### src/rtl/decode_ctrl.sv
// Two-entry in-order decode buffer: classifies RV32 instructions on entry and
// presents the head entry, with its immediate, to the downstream stage.

package rvcpu;
    typedef enum logic [2:0] {
        alu_imm      = 3'd0,
        load_offset  = 3'd1,
        store_offset = 3'd2,
        br_offset    = 3'd3,
        jal_offset   = 3'd4,
        upper_imm    = 3'd5,
        uimm         = 3'd6
    } imm_type_t;
endpackage

module gen_imm #(
    parameter int Width = 32
) (
    input  logic [Width-1:0]  op_i,
    input  rvcpu::imm_type_t  immtype_i,
    output logic [Width-1:0]  imm_o
);
    // The opcode field never contributes immediate bits.
    logic unused_ok;
    assign unused_ok = ^op_i[6:0];

    // Reassemble the scattered RV32 immediate fields for the given class.
    always_comb begin
        imm_o = '0;
        case (immtype_i)
            rvcpu::alu_imm,
            rvcpu::load_offset:  imm_o = {{20{op_i[31]}}, op_i[31:20]};
            rvcpu::store_offset: imm_o = {{20{op_i[31]}}, op_i[31:25], op_i[11:7]};
            rvcpu::br_offset:    imm_o = {{20{op_i[31]}}, op_i[7], op_i[30:25], op_i[11:8], 1'b0};
            rvcpu::jal_offset:   imm_o = {{12{op_i[31]}}, op_i[19:12], op_i[20], op_i[30:21], 1'b0};
            rvcpu::upper_imm:    imm_o = {op_i[31:12], 12'h000};
            rvcpu::uimm:         imm_o = {27'd0, op_i[19:15]};
            default:             imm_o = '0;
        endcase
    end
endmodule

module decode_ctrl #(
    parameter int Width = 32,
    parameter int Depth = 2
) (
    input  logic                   clk,
    input  logic                   rst,
    input  logic                   flush,
    input  logic                   in_valid,
    output logic                   in_ready,
    input  logic [Width-1:0]       in_op,
    output logic                   out_valid,
    input  logic                   out_ready,
    output logic [Width-1:0]       out_op,
    output rvcpu::imm_type_t       out_immtype,
    output logic [Width-1:0]       out_imm,
    output logic                   out_has_imm,
    output logic                   out_illegal,
    output logic [31:0]            issued_cnt
);
    localparam logic [1:0] FULL = 2'(Depth);

    typedef struct packed {
        logic [Width-1:0]  op;
        rvcpu::imm_type_t  immtype;
        logic              has_imm;
        logic              illegal;
    } entry_t;

    function automatic entry_t classify(input logic [Width-1:0] op);
        entry_t e;
        e.op      = op;
        e.immtype = rvcpu::alu_imm;
        e.has_imm = 1'b1;
        e.illegal = 1'b0;
        case (op[6:0])
            7'b0010011, 7'b1100111: e.immtype = rvcpu::alu_imm;
            7'b0000011:             e.immtype = rvcpu::load_offset;
            7'b0100011:             e.immtype = rvcpu::store_offset;
            7'b1100011:             e.immtype = rvcpu::br_offset;
            7'b1101111:             e.immtype = rvcpu::jal_offset;
            7'b0110111, 7'b0010111: e.immtype = rvcpu::upper_imm;
            7'b1110011:             e.immtype = op[14] ? rvcpu::uimm : rvcpu::alu_imm;
            7'b0110011:             e.has_imm = 1'b0;
            default: begin
                e.has_imm = 1'b0;
                e.illegal = 1'b1;
            end
        endcase
        return e;
    endfunction

    entry_t      ent_q [2];
    entry_t      ent_d [2];
    logic [1:0]  count_q, count_d;
    logic        in_ready_q, in_ready_d;
    logic [31:0] issued_cnt_q, issued_cnt_d;
    logic        push, pop;
    entry_t      in_ent;

    assign push   = in_valid & in_ready_q & ~flush;
    assign pop    = (count_q != 2'd0) & out_ready & ~flush;
    assign in_ent = classify(in_op);

    // Next-state for occupancy, slot contents and the issue counter.
    always_comb begin
        ent_d        = ent_q;
        count_d      = count_q;
        issued_cnt_d = issued_cnt_q;
        if (flush) begin
            count_d = 2'd0;
        end else begin
            case ({push, pop})
                2'b10: begin
                    ent_d[count_q[0]] = in_ent;
                    count_d           = count_q + 2'd1;
                end
                2'b01: begin
                    ent_d[0] = ent_q[1];
                    ent_d[1] = '0;
                    count_d  = count_q - 2'd1;
                end
                // Push alongside pop only happens at count 1: new entry becomes head.
                2'b11: ent_d[0] = in_ent;
                default: count_d = count_q;
            endcase
            if (pop) begin
                issued_cnt_d = issued_cnt_q + 32'd1;
            end else begin
                issued_cnt_d = issued_cnt_q;
            end
        end
        in_ready_d = (count_d != FULL);
    end

    // State registers; reset empties the buffer immediately.
    always_ff @(posedge clk or posedge rst) begin
        if (rst) begin
            ent_q[0]     <= '0;
            ent_q[1]     <= '0;
            count_q      <= 2'd0;
            in_ready_q   <= 1'b0;
            issued_cnt_q <= 32'd0;
        end else begin
            ent_q        <= ent_d;
            count_q      <= count_d;
            in_ready_q   <= in_ready_d;
            issued_cnt_q <= issued_cnt_d;
        end
    end

    assign in_ready    = in_ready_q;
    assign out_valid   = (count_q != 2'd0);
    assign out_op      = ent_q[0].op;
    assign out_immtype = ent_q[0].immtype;
    assign out_has_imm = ent_q[0].has_imm;
    assign out_illegal = ent_q[0].illegal;
    assign issued_cnt  = issued_cnt_q;

    gen_imm #(.Width(Width)) u_gen_imm (
        .op_i      (out_op),
        .immtype_i (out_immtype),
        .imm_o     (out_imm)
    );
endmodule

### config.mk
export PLATFORM = sky130hd
export DESIGN_NAME = decode_ctrl
export DESIGN_NICKNAME = d
export VERILOG_FILES = /design/src/rtl/decode_ctrl.sv
export SDC_FILE = /design/constraint.sdc
export NUM_CORES = 1
export LEC_CHECK = 0
export BUFFER_PORTS_ARGS = -buffer_cell sky130_fd_sc_hd__buf_4
export CORE_UTILIZATION = 55
export DETAILED_ROUTE_END_ITERATION = 10
export PLACE_DENSITY = 0.79
export SYNTH_ARGS = -nofsm -noshare
export SYNTH_HDL_FRONTEND = slang
export SYNTH_HIERARCHICAL = 1
export SYNTH_SLANG_ARGS = --single-unit
### constraint.sdc
create_clock -name clk -period 7.8 [get_ports clk]
set_clock_uncertainty 0.2 [all_clocks]
set_input_delay 0.39 -clock clk [delete_from_list [all_inputs] [get_ports clk]]
set_output_delay 0.39 -clock clk [all_outputs]
set_load 0.02 [all_outputs]
# [Yosys cells after proc, flatten, opt, wreduce, memory -nomap -nowiden]
# Index checks and enable logic that the tools add are counted.
[classes] magnitude_cmp=2 bitwise=6 eq_ne=20 add_sub_neg=3 reduce_logical=12 mux=12
[ops] cell="one-hot mux 32 bit (6 select lines)" n=1
[ops] cell="one-hot mux 37 bit (3 select lines)" n=1
[ops] cell="bitwise mux 74 bit" n=1
[ops] cell="one-hot mux 37 bit (2 select lines)" n=1
[ops] cell="demux 37 bit (select 1 bit)" n=1
[ops] cell="two-way mux 37 bit" n=1
[ops] cell="adder 32 x 1 -> 32 bit, second input constant" n=1
[ops] cell="== test 7 bit, second input constant" n=4
[ops] cell="== test 7 x 6 -> 1 bit, second input constant" n=3
[ops] cell="one-hot mux 3 bit (6 select lines)" n=1
[ops] cell="== test 7 x 5 -> 1 bit, second input constant" n=2
[ops] cell="OR reduction 10 bit" n=1
[ops] cell="== test 3 bit, second input constant" n=3
[ops] cell="OR reduction 9 bit" n=1
[ops] cell="== test 7 x 2 -> 1 bit, second input constant" n=1
[ops] cell="== test 3 x 2 -> 1 bit, second input constant" n=2
[ops] cell="AND reduction 2 bit" n=3
[ops] cell="bitwise AND 1 bit" n=4
[ops] cell="== test 2 bit, second input constant" n=2
[ops] cell="one-hot mux 2 bit (2 select lines)" n=1
[ops] cell="nonzero test 2 bit" n=2
[ops] cell="OR reduction 2 bit" n=2
[ops] cell="== test 3 x 1 -> 1 bit, second input constant" n=1
[ops] cell="zero test 3 bit" n=1
[ops] cell="13 further kinds" n=14
[totals] output_inout_bits=103 register_bits=109 inputBits=37 wordCells=66

# [Depth between registers and ports, before layout]
# Gate-level depths: netlist (run 1).
[logic_depth] depth_word=7 mapped_depth=11

# [Modules after synthesis]
# Netlist (run 1), hierarchy kept.
[by_module_without_submodules] module="decode_ctrl" cells_per_inst=475 n_inst=1 seq_area_each_um2=2727.6 area_per_inst_um2=5206.2
[by_module_without_submodules] module="gen_imm" cells_per_inst=72 n_inst=1 seq_area_each_um2=0.0 area_per_inst_um2=442.9

# [Worst setup path after synthesis (run 1)]
# No wires, ideal clock.
[synth_timing] kind="reg2reg" from="register count_q[0]" to="register ent_q[0] (netlist bit)" setup_slack_ps=5128 arrival_ps=2406 stages_incl_launch_ff=9 setup_ps=66 period_less_slack_ps=2672 required_ps=7534 path_cell_list="dfrtp_1 buf_2 nor2_2 nor2_1 ha_1 nor4b_4 clkbuf_1 o21ai_0 nand2_1"
[synth_between] elab_chain_cells=7
[synth_rtl] element="start: declaration" line_no="96" source="logic [1:0] count_q, count_d;"
[synth_rtl] element="start signal: assignment" line_no="147" source="count_q <= count_d;"
[synth_rtl] element="inverter 1 -> 2 bit (not written as such)" line_no="116" source="ent_d[count_q[0]] = in_ent;"
[synth_rtl] element=">= comparator 2 bit (not written as such) or less-than comparator 2 x 1 -> 1 bit (tied branches)" line_no="116"
[synth_rtl] element="logical AND 1 bit (not written as such)" line_no="116"
[synth_rtl] element="two-way mux 37 bit (not written as such)" line_no="116"
[synth_rtl] element="demux 37 bit (select 1 bit)" line_no="116"
[synth_rtl] element="bitwise mux 74 bit" line_no="116"
[synth_rtl] element="one-hot mux 37 bit (2 select lines)" line_no="114" source="case ({push, pop})"
[synth_rtl] element="end signal: assignment" line_no="146" source="ent_q <= ent_d;"
[synth_rtl] element="end: declaration" line_no="94" source="entry_t ent_q [2];"
# Parallel ways exist; a longest one is shown, timed or not.
# A chain may end at the register's enable or synchronous reset.

# [Worst setup path in the final report (run 1)]
[layout_timing] from="register count_q[0]" to="register ent_q (netlist bit out_op[17])"
[layout_between] elab_chain_cells=7
[layout_rtl] element="inverter 1 -> 2 bit (not written as such)" line_no="116"
[layout_rtl] element=">= comparator 2 bit (not written as such) or less-than comparator 2 x 1 -> 1 bit (tied branches)" line_no="116"
[layout_rtl] element="logical AND 1 bit (not written as such)" line_no="116"
[layout_rtl] element="two-way mux 37 bit (not written as such)" line_no="116"
[layout_rtl] element="demux 37 bit (select 1 bit)" line_no="116"
[layout_rtl] element="bitwise mux 74 bit" line_no="116"
[layout_rtl] element="one-hot mux 37 bit (3 select lines)" line_no="114"
# Parallel ways exist; a longest one is shown, timed or not.

==> flow_summary.ini, run 1 <==
[status]
status = finished clean

[worst_setup_path]
end_kind = flip-flop
start_kind = flip-flop
critPathArrivalTime_ps = 3510
critPathMaxFanout = 52
cp.required_ps = 7900
crit_type = reg -> reg

[logic_synthesis]
syn_area_um2 = 5650
ys_seq_area_share_pct = 48.3
netlist_instances = 547
syn_nets = 588
async_flop_share_pct = 100
synth_seq_cells = 109
synth.avg_cell_area_um2 = 10.3
ys.flop_type = dfrtp_1
ys_warn_count = 6
synthDistinctLibCells = 63
synth_edf_count = 0

[sta]
fmaxAchievable_mhz = 293
period_minus_slack_ps = 3410
finalSetupTns_ps = 0
min_period_over_period_pct = 43.8
whs_ps = 27.4
slew_violations = 0
hold_viol = 0
tightest_slew_ps = 931
finalSetupViolations = 0
worst_slack_ps = 4390
max-slew-margin-rel_pct = 37.9
rsz0062_at_grt = no

[placement]
post-place-ws_ps = 4430
dp_hpwl_mm = 9.19
gp_congestion = 0.849
io_buffers = 139
dpl_cell_area_um2 = 6440

[pwr]
p_per_area_nw_per_um2 = 316
ir_drop_mv = 0.170
p_total_w = 0.00210
p_leak_nw = 3.05

[clocking]
clkTransAtPathRegs_ps = 120
ctsLongestPathBuffers = 2
clock_sinks = 109
cts_root_buf = clkbuf_8
cts_tree = done
clk_latency_ps = 380
cts_setup_buffers = 0
numCtsBuffers = 9
h-tree-depth = 3

[layout]
multi_input_area_um2 = 2430
insertedDiodeCount = 0
drive_above_1_share_pct = 29.2
fillCellCount = 789
final_nets = 674
fin_area_um2 = 6650
area_growth_pct = 17.7
seq_area_um2 = 2730

[floorplanning]
start_util_pct = 57.3
io-pin-count = 140
row_count = 36
die_w_um = 103
dieArea_um2 = 10700
dieHeight_um = 103
core-area_um2 = 9860

[drt]
drc_errors = 0
vias = 4557
firstDrtPassIters = 6
wirelength_mm = 13.5
via_per_inst = 5.91
ant_nets = 0
routedWlPerCell_um = 17.5
drt_iter0_markers = 287

[grt]
grt_overflow_total = 0
grt_start_max_net_pins = 57
grt_pass1_vias = 4023
antenna_found_initial = 0
grt_pass1_wl_mm = 20.8
grt_usage_pct = 25.6

[min_path]
hold_path.class = in -> reg

[run]
cap_viol_max_count = 0
worst paths after layout:
kind / start / end / slack (ps) / cells past startpoint
hold reg to reg: issued_cnt[31] / issued_cnt[31] / 290 / 1
setup reg to reg: count_q[0] / out_op[17] / 4390 / 8
setup / recovery: count_q[0] / out_op[17] / 4390 / 8
min in group asynchronous: rst / issued_cnt[4] / 480 / 3
hold / removal: in_op[13] / ent_q[18] / 30 / 2
max in group asynchronous: rst / ent_q[8] / 5770 / 4
metal layers:
metal / wire length [um] / share of wire [%] / global-route usage [%] / up-vias
met5: 0 / 0 / 0 / -
met3: 880 / 6.5 / 4.70 / 28
li1: - / - / - / 2106
met4: 269 / 2.0 / 9.43 / 0
met1: 6040 / 45 / 37.0 / 2237
met2: 6330 / 47 / 38.5 / 186
Yosys cell counts (2+ instances only):
library cell    n  share of area (%)
and2_1         11                1.2
and3_1          5               0.55
a31oi_1         3               0.33
nand3_1        12                1.1
nand2b_1        4               0.44
a22o_1         33                5.1
xnor2_1        29                4.5
a21oi_1        43                3.8
inv_1           9               0.60
a22oi_2         2               0.44
dfrtp_1       109                 48
ha_1            4               0.89
buf_6           7                1.4
buf_1           2               0.13
nor2_1         46                3.1
nand2_1        33                2.2
buf_2           8               0.71
a22oi_1        31                4.1
nand4_1        18                2.0
o21ai_1         3               0.27
clkbuf_1       12               0.80
buf_4          40                5.3
o22ai_1         4               0.44
nor4_4          3                1.1
a2bb2oi_1       2               0.31
a21o_1          9                1.2
nor3_2          3               0.53
o21ai_0        23                2.0
xor2_1          5               0.78
cells by family (layout without fill, tap and decap cells):
group	after synthesis	in the layout	synth area share, %
AOI/OAI and AO/OA	165	165	20.6
and+or+nand+nor	155	155	15.8
DFF	109	109	48.3
buffers and inverters	79	170	9.04
xor gates and xnor gates	34	34	5.27
adders and majority gates	4	4	0.886
muxes	1	1	0.199
where the power goes:
group	internal [W]	switching, W
registers	0.000712	0.000149
clock network	0.000153	0.000205
logic	0.000391	0.000489
per-stage QoR:
step / util, % / std cells
4_1_cts: 67.4 / 771
6_report: 67.4 / 771
2_1_floorplan: - / 547
3_5_place_dp: 65.3 / 754
3_3_place_gp: 65.3 / 754
5_1_grt: 67.4 / 771
critical path, cell delays in order, from the launching register on:
cell      delay, ps
dfrtp_1         620
nor2_2          210
nor2_1          420
inv_1            90
ha_1            230
a211oi_4        750
buf_4           570
nor2_1           80
a21oi_1         150
flip-flops by register name (all words and copies together) (netlist names):
signal / flops
ent_q: 37
issued_cnt: 32
out_op: 32
out_immtype: 3
count_q: 2
in_ready: 1
out_has_imm: 1
out_illegal: 1
cell type report:
class	count	area share [%]
sequential	109	41.0
multi-input combinational	359	36.5
timing repair buffer	145	16.4
tap	133	2.50
clock buffer	9	1.86
clock inverter	7	1.19
inverter	9	0.546
cells in the final DEF (no fill, tap or decap), types with 2 or more instances in the layout:
cell type    n
dfrtp_1    109
nand3_1     12
inv_1        8
nor3_2       3
ha_1         4
a22oi_2      2
clkbuf_8     9
xor2_1       5
nor4_4       3
a22o_1      33
o21ai_1      2
o21ai_0     23
nand2b_1     4
buf_4      144
a21o_1       9
nor2_1      46
xnor2_1     29
nand4_1     18
nand2_1     33
a2bb2oi_1    2
inv_6        4
a21oi_1     43
a31oi_1      3
o22ai_1      4
and2_1      11
a22oi_1     31
and3_1       5
timing repair:
action	in CTS	in global routing
gates resized for setup	0	0
hold buffers	1	0
hold endpoints to repair	55	0
(Power assumes the default switching activity.)
==> run 2: changes to the inputs <==
--- a/config.mk
+++ b/config.mk
@@ -6,9 +6,9 @@
 export NUM_CORES = 1
 export LEC_CHECK = 0
 export BUFFER_PORTS_ARGS = -buffer_cell sky130_fd_sc_hd__buf_4
-export CORE_UTILIZATION = 55
+export CORE_UTILIZATION = 54
 export DETAILED_ROUTE_END_ITERATION = 10
-export PLACE_DENSITY = 0.79
+export PLACE_DENSITY = 0.78
 export SYNTH_ARGS = -nofsm -noshare
 export SYNTH_HDL_FRONTEND = slang
 export SYNTH_HIERARCHICAL = 1
==> constraint.sdc (replaced) <==
create_clock -name clk -period 3.2 [get_ports clk]
set_clock_uncertainty 0.2 [all_clocks]
set_input_delay 0.16 -clock clk [delete_from_list [all_inputs] [get_ports clk]]
set_output_delay 0.16 -clock clk [all_outputs]
set_load 0.02 [all_outputs]
==> flow_summary.ini, run 2 (same netlist as run 1, synthesis figures left out) <==
[grt]
antenna_found_initial = 0
grt_usage_pct = 27.4
grt_overflow_total = 0
grt_pass1_vias = 4578
grt_pass1_wl_mm = 23.8
grt_start_max_net_pins = 85

[sta]
period_minus_slack_ps = 2720
rsz0062_at_grt = no
tightest_slew_ps = 947
max-slew-margin-rel_pct = 36.8
worst_slack_ps = 479
hold_viol = 0
finalSetupViolations = 0
finalSetupTns_ps = 0
slew_violations = 0
min_period_over_period_pct = 85.0
fmaxAchievable_mhz = 367

[floorplanning]
dieArea_um2 = 10900
start_util_pct = 56.7
core-area_um2 = 9950
die_w_um = 104
io-pin-count = 140
row_count = 36
dieHeight_um = 104

[worst_setup_path]
cp.required_ps = 3300
critPathMaxFanout = 37
rrSetupSlack_ps = 480
r2r_start = count_q[0]
critPathArrivalTime_ps = 2820
reg2reg_to = out_op[4]
end_kind = flip-flop
start_kind = flip-flop
crit_type = reg -> reg
reg2reg_depth = 7

[placement]
dpl_cell_area_um2 = 6470
post-place-ws_ps = 571
placed_cells = 757
io_buffers = 139
dp_hpwl_mm = 9.71
gp_congestion = 0.851

[layout]
layout_commonest_cell = buf_4
largest_register_ffs = 37
final_nets = 710
drive_above_1_share_pct = 27.9
final_cell_mix = 146 x buf_4, 109 x dfrtp_1, 46 x nor2_1, 43 x a21oi_1, 34 x dlygate4sd3_1
area_growth_pct = 24.2
insertedDiodeCount = 0
finalNonFillerCells = 806
regMostFlops = ent_q
fin_area_um2 = 7010

[pwr]
ir_drop_mv = 0.491
p_per_area_nw_per_um2 = 739
p_leak_nw = 3.20

[clocking]
cts_root_buf = clkbuf_8
cts_tree = done
ctsLongestPathBuffers = 2
clock_sinks = 109
ctsResizeCount = 0
clkTransAtPathRegs_ps = 100
clk_latency_ps = 380
numCtsBuffers = 9
h-tree-depth = 3

[drt]
via_per_inst = 5.82
firstDrtPassIters = 5
vias = 4694
drc_errors = 0
routedWlPerCell_um = 17.9
drt_iter0_markers = 311
wirelength_mm = 14.4
ant_nets = 0

[min_path]
hold_path.class = in -> reg
hold_depth = 5
min_from = out_ready
worst_hold_path.endpoint = issued_cnt[6]

[status]
status = finished clean

[run]
cap_viol_max_count = 0
-- run 2: cell types whose count changed in the layout (fill, tap and decap cells not counted), sizes merged --
| cell | previous run | this run |
|---|---|---|
| buf | 144 | 147 |
| clkbuf | 9 | 11 |
| clkinvlp | 0 | 2 |
| dlygate4sd3 | 1 | 34 |
| inv | 13 | 8 |
-- run 2: worst max-delay path, cell delays in order (launching register included) --
cell,delay (ps)
dfrtp_1,610
nor2_2,90
nor2_1,360
ha_1,380
nor3b_4,220
buf_4,410
a22oi_1,140
a21oi_1,210
-- run 2: area by class of cell --
type	instances	area, um^2
fill	750	2940
sequential	109	2730
multi-input combinational	359	2430
timing repair buffer	181	1460
tap	133	166
clock buffer	11	151
clock inverter	4	47.5
inverter	9	37.5
-- run 2: per-layer routing --
layer | vias to the layer above | track usage (%) | wire length [um]
met4 | 0 | 9.80 | 207
met2 | 206 | 42.7 | 6970
met1 | 2306 | 39.2 | 6390
met5 | - | 0 | 0
met3 | 17 | 3.70 | 858
li1 | 2165 | - | -
-- run 2: power breakdown --
group          switching [W]  internal (W)
logic                0.00120      0.000988
registers           0.000386       0.00174
clock network       0.000473      0.000398
-- run 2: through the flow --
step                utilization, %  power (W)  hold slack (ps)
floorplan                        -    0.00358             92.7
detailed placement            65.0    0.00429             72.0
finish                        70.5    0.00518              105
global route                  70.5    0.00544              134
global placement              65.0    0.00422             52.7
CTS                           70.5    0.00518              100
-- run 2: what timing repair did --
item | 4_1_cts | 5_1_grt
hold buffers | 34 | 0
buffers inserted | 0 | 0
hold endpoints to repair | 93 | 0
-- run 2: worst max-delay path by stage --
| stage | slack (ps) | depth (start not counted) | start | to |
|---|---|---|---|---|
| 3_3_place_gp | 640 | 8 | count_q[0] | out_has_imm |
| 3_5_place_dp | 570 | 8 | count_q[0] | out_has_imm |
| 4_1_cts | 540 | 8 | count_q[0] | out_immtype[2] |
| 6_report | 480 | 7 | count_q[0] | out_op[4] |
| 2_1_floorplan | 530 | 8 | count_q[0] | ent_q[0] |
| 5_1_grt | 240 | 8 | count_q[0] | out_has_imm |
==> run 3: changes to the inputs <==
--- a/config.mk
+++ b/config.mk
@@ -6,9 +6,11 @@
 export NUM_CORES = 1
 export LEC_CHECK = 0
 export BUFFER_PORTS_ARGS = -buffer_cell sky130_fd_sc_hd__buf_4
-export CORE_UTILIZATION = 54
+export CELL_PAD_IN_SITES_DETAIL_PLACEMENT = 1
+export CELL_PAD_IN_SITES_GLOBAL_PLACEMENT = 1
+export CORE_UTILIZATION = 41
 export DETAILED_ROUTE_END_ITERATION = 10
-export PLACE_DENSITY = 0.78
+export PLACE_DENSITY = 0.77
 export SYNTH_ARGS = -nofsm -noshare
 export SYNTH_HDL_FRONTEND = slang
 export SYNTH_HIERARCHICAL = 1
==> constraint.sdc (replaced) <==
create_clock -name clk -period 2.75 [get_ports clk]
set_clock_uncertainty 0.2 [all_clocks]
set_input_delay 0.1375 -clock clk [delete_from_list [all_inputs] [get_ports clk]]
set_output_delay 0.1375 -clock clk [all_outputs]
set_load 0.02 [all_outputs]
==> flow_summary.ini, run 3 (same netlist as run 1, synthesis figures left out) <==
[worst_setup_path]
critPathMaxStageDelay_ps = 830
critPathSlowestCell = o21ai_4
path_delay_family = compound AO/OA/AOI/OAI gates
crit_chain = dlygate4sd3_1, buf_4, or2_2, ha_1, o21ai_4, a22o_1
critPathMaxFanout = 37
rrSetupSlack_ps = 320
crit_type = in -> reg
cp.required_ps = 2830
worst-path-buf-inv = 2
start_kind = primary input
end_kind = flip-flop
critPathArrivalTime_ps = 2650
reg2reg_depth = 5
r2r_start = in_ready
reg2reg_to = ent_q[26]

[sta]
min_period_over_period_pct = 93.5
slew_violations = 0
hold_viol = 0
period_minus_slack_ps = 2570
finalSetupTns_ps = 0
tightest_slew_ps = 1040
fmaxAchievable_mhz = 389
finalSetupViolations = 0
rsz0062_at_grt = no
max-slew-margin-rel_pct = 30.4

[grt]
grt_pass1_vias = 4997
antenna_found_initial = 0
grt_overflow_total = 0
grt_start_max_net_pins = 75
grt_pass1_wl_mm = 26.5
grt_usage_pct = 23.6

[drt]
drc_errors = 0
drt_iter0_markers = 263
wirelength_mm = 16.3
vias = 4774
routedWlPerCell_um = 19.1
via_per_inst = 5.59
ant_nets = 0
firstDrtPassIters = 4

[clocking]
clk_latency_ps = 350
cts_tree = done
cts_setup_buffers = 0
ctsLongestPathBuffers = 2
clkTransAtPathRegs_ps = 80
numCtsBuffers = 9
clock_sinks = 109
h-tree-depth = 3
cts_root_buf = clkbuf_16

[layout]
largest_register_ffs = 37
insertedDiodeCount = 0
final_cell_mix = 147 x buf_4, 109 x dfrtp_1, 45 x nor2_1, 43 x a21oi_1, 34 x dlygate4sd3_1
final_nets = 714
fillCellCount = 1491
regMostFlops = ent_q
area_growth_pct = 28.7
utilization_pct = 54.5
layout_commonest_cell = buf_4
drive_above_1_share_pct = 28.6

[status]
status = finished clean

[placement]
dp_hpwl_mm = 11.2
io_buffers = 139
gp_congestion = 0.794

[floorplanning]
dieArea_um2 = 14300
core-area_um2 = 13300
io-pin-count = 140
start_util_pct = 42.3
dieHeight_um = 119
row_count = 42
die_w_um = 119

[pwr]
p_leak_nw = 3.29
ir_drop_mv = 0.462
p_per_area_nw_per_um2 = 899

[min_path]
min_from = out_ready
hold_depth = 4
worst_hold_path.endpoint = issued_cnt[5]
hold_path.class = in -> reg

[run]
cap_viol_max_count = 0
[run 3: changes by cell type in the layout (fill, tap and decap cells not counted), sizes merged]
cell | previous run | this run
buf | 147 | 151
clkbuf | 11 | 9
inv | 8 | 10
bufinv | 1 | 2
clkinv | 2 | 1
clkinvlp | 2 | 3
[run 3: worst min-delay path, cell delays in order]
cell and delay (ps):
buf_4 130, nand2b_4 140, nor4_4 90, xor2_1 130
[run 3: cell type report]
cell class | count | area (um^2) | area share, %
sequential | 109 | 2730 | 37.5
multi-input combinational | 359 | 2440 | 33.5
timing repair buffer | 185 | 1520 | 21.0
clock buffer | 9 | 225 | 3.10
tap | 176 | 220 | 3.03
clock inverter | 7 | 97.6 | 1.34
inverter | 9 | 37.5 | 0.516
[run 3: power breakdown]
group | switching [W] | internal, W | leakage, nW
registers | 0.000403 | 0.00202 | 1.37
clock network | 0.000620 | 0.000804 | 0.152
logic | 0.00150 | 0.00118 | 1.76
[run 3: metal layers]
metal	up-vias	GRT usage, %	share of wire (%)
met2	140	38.7	49
li1	2184	-	-
met1	2433	32.1	45
met4	0	6.41	1.5
met5	-	0	0
met3	17	4.26	4.9
[run 3: worst max path at each step]
stage,start,to,slack [ps],depth (start not counted)
final,flush,ent_q[26],180,6
after CTS,flush,ent_q[26],70,8
after global routing,flush,ent_q[30],50,6
after floorplan,count_q[0],ent_q[0],80,8
after detailed placement,flush,ent_q[32],260,7
after global placement,flush,ent_q[22],420,7
[run 3: per-stage QoR]
step           cells  hold WS, ps  power (W)  setup WS, ps  cell area (um^2)
6_report         854          125    0.00653           179              7270
3_5_place_dp     804          148    0.00509           258              6600
5_1_grt          854          152    0.00687          54.9              7270
4_1_cts          854          116    0.00658          73.1              7270
3_3_place_gp     804          140    0.00499           415              6600
2_1_floorplan    547         70.2    0.00417          78.5              5650
[run 3: repair_timing]
action	4_1_cts	5_1_grt
hold buffers	34	0
resized for setup	0	1
hold endpoints to repair	99	0
setup endpoints to repair	0	45
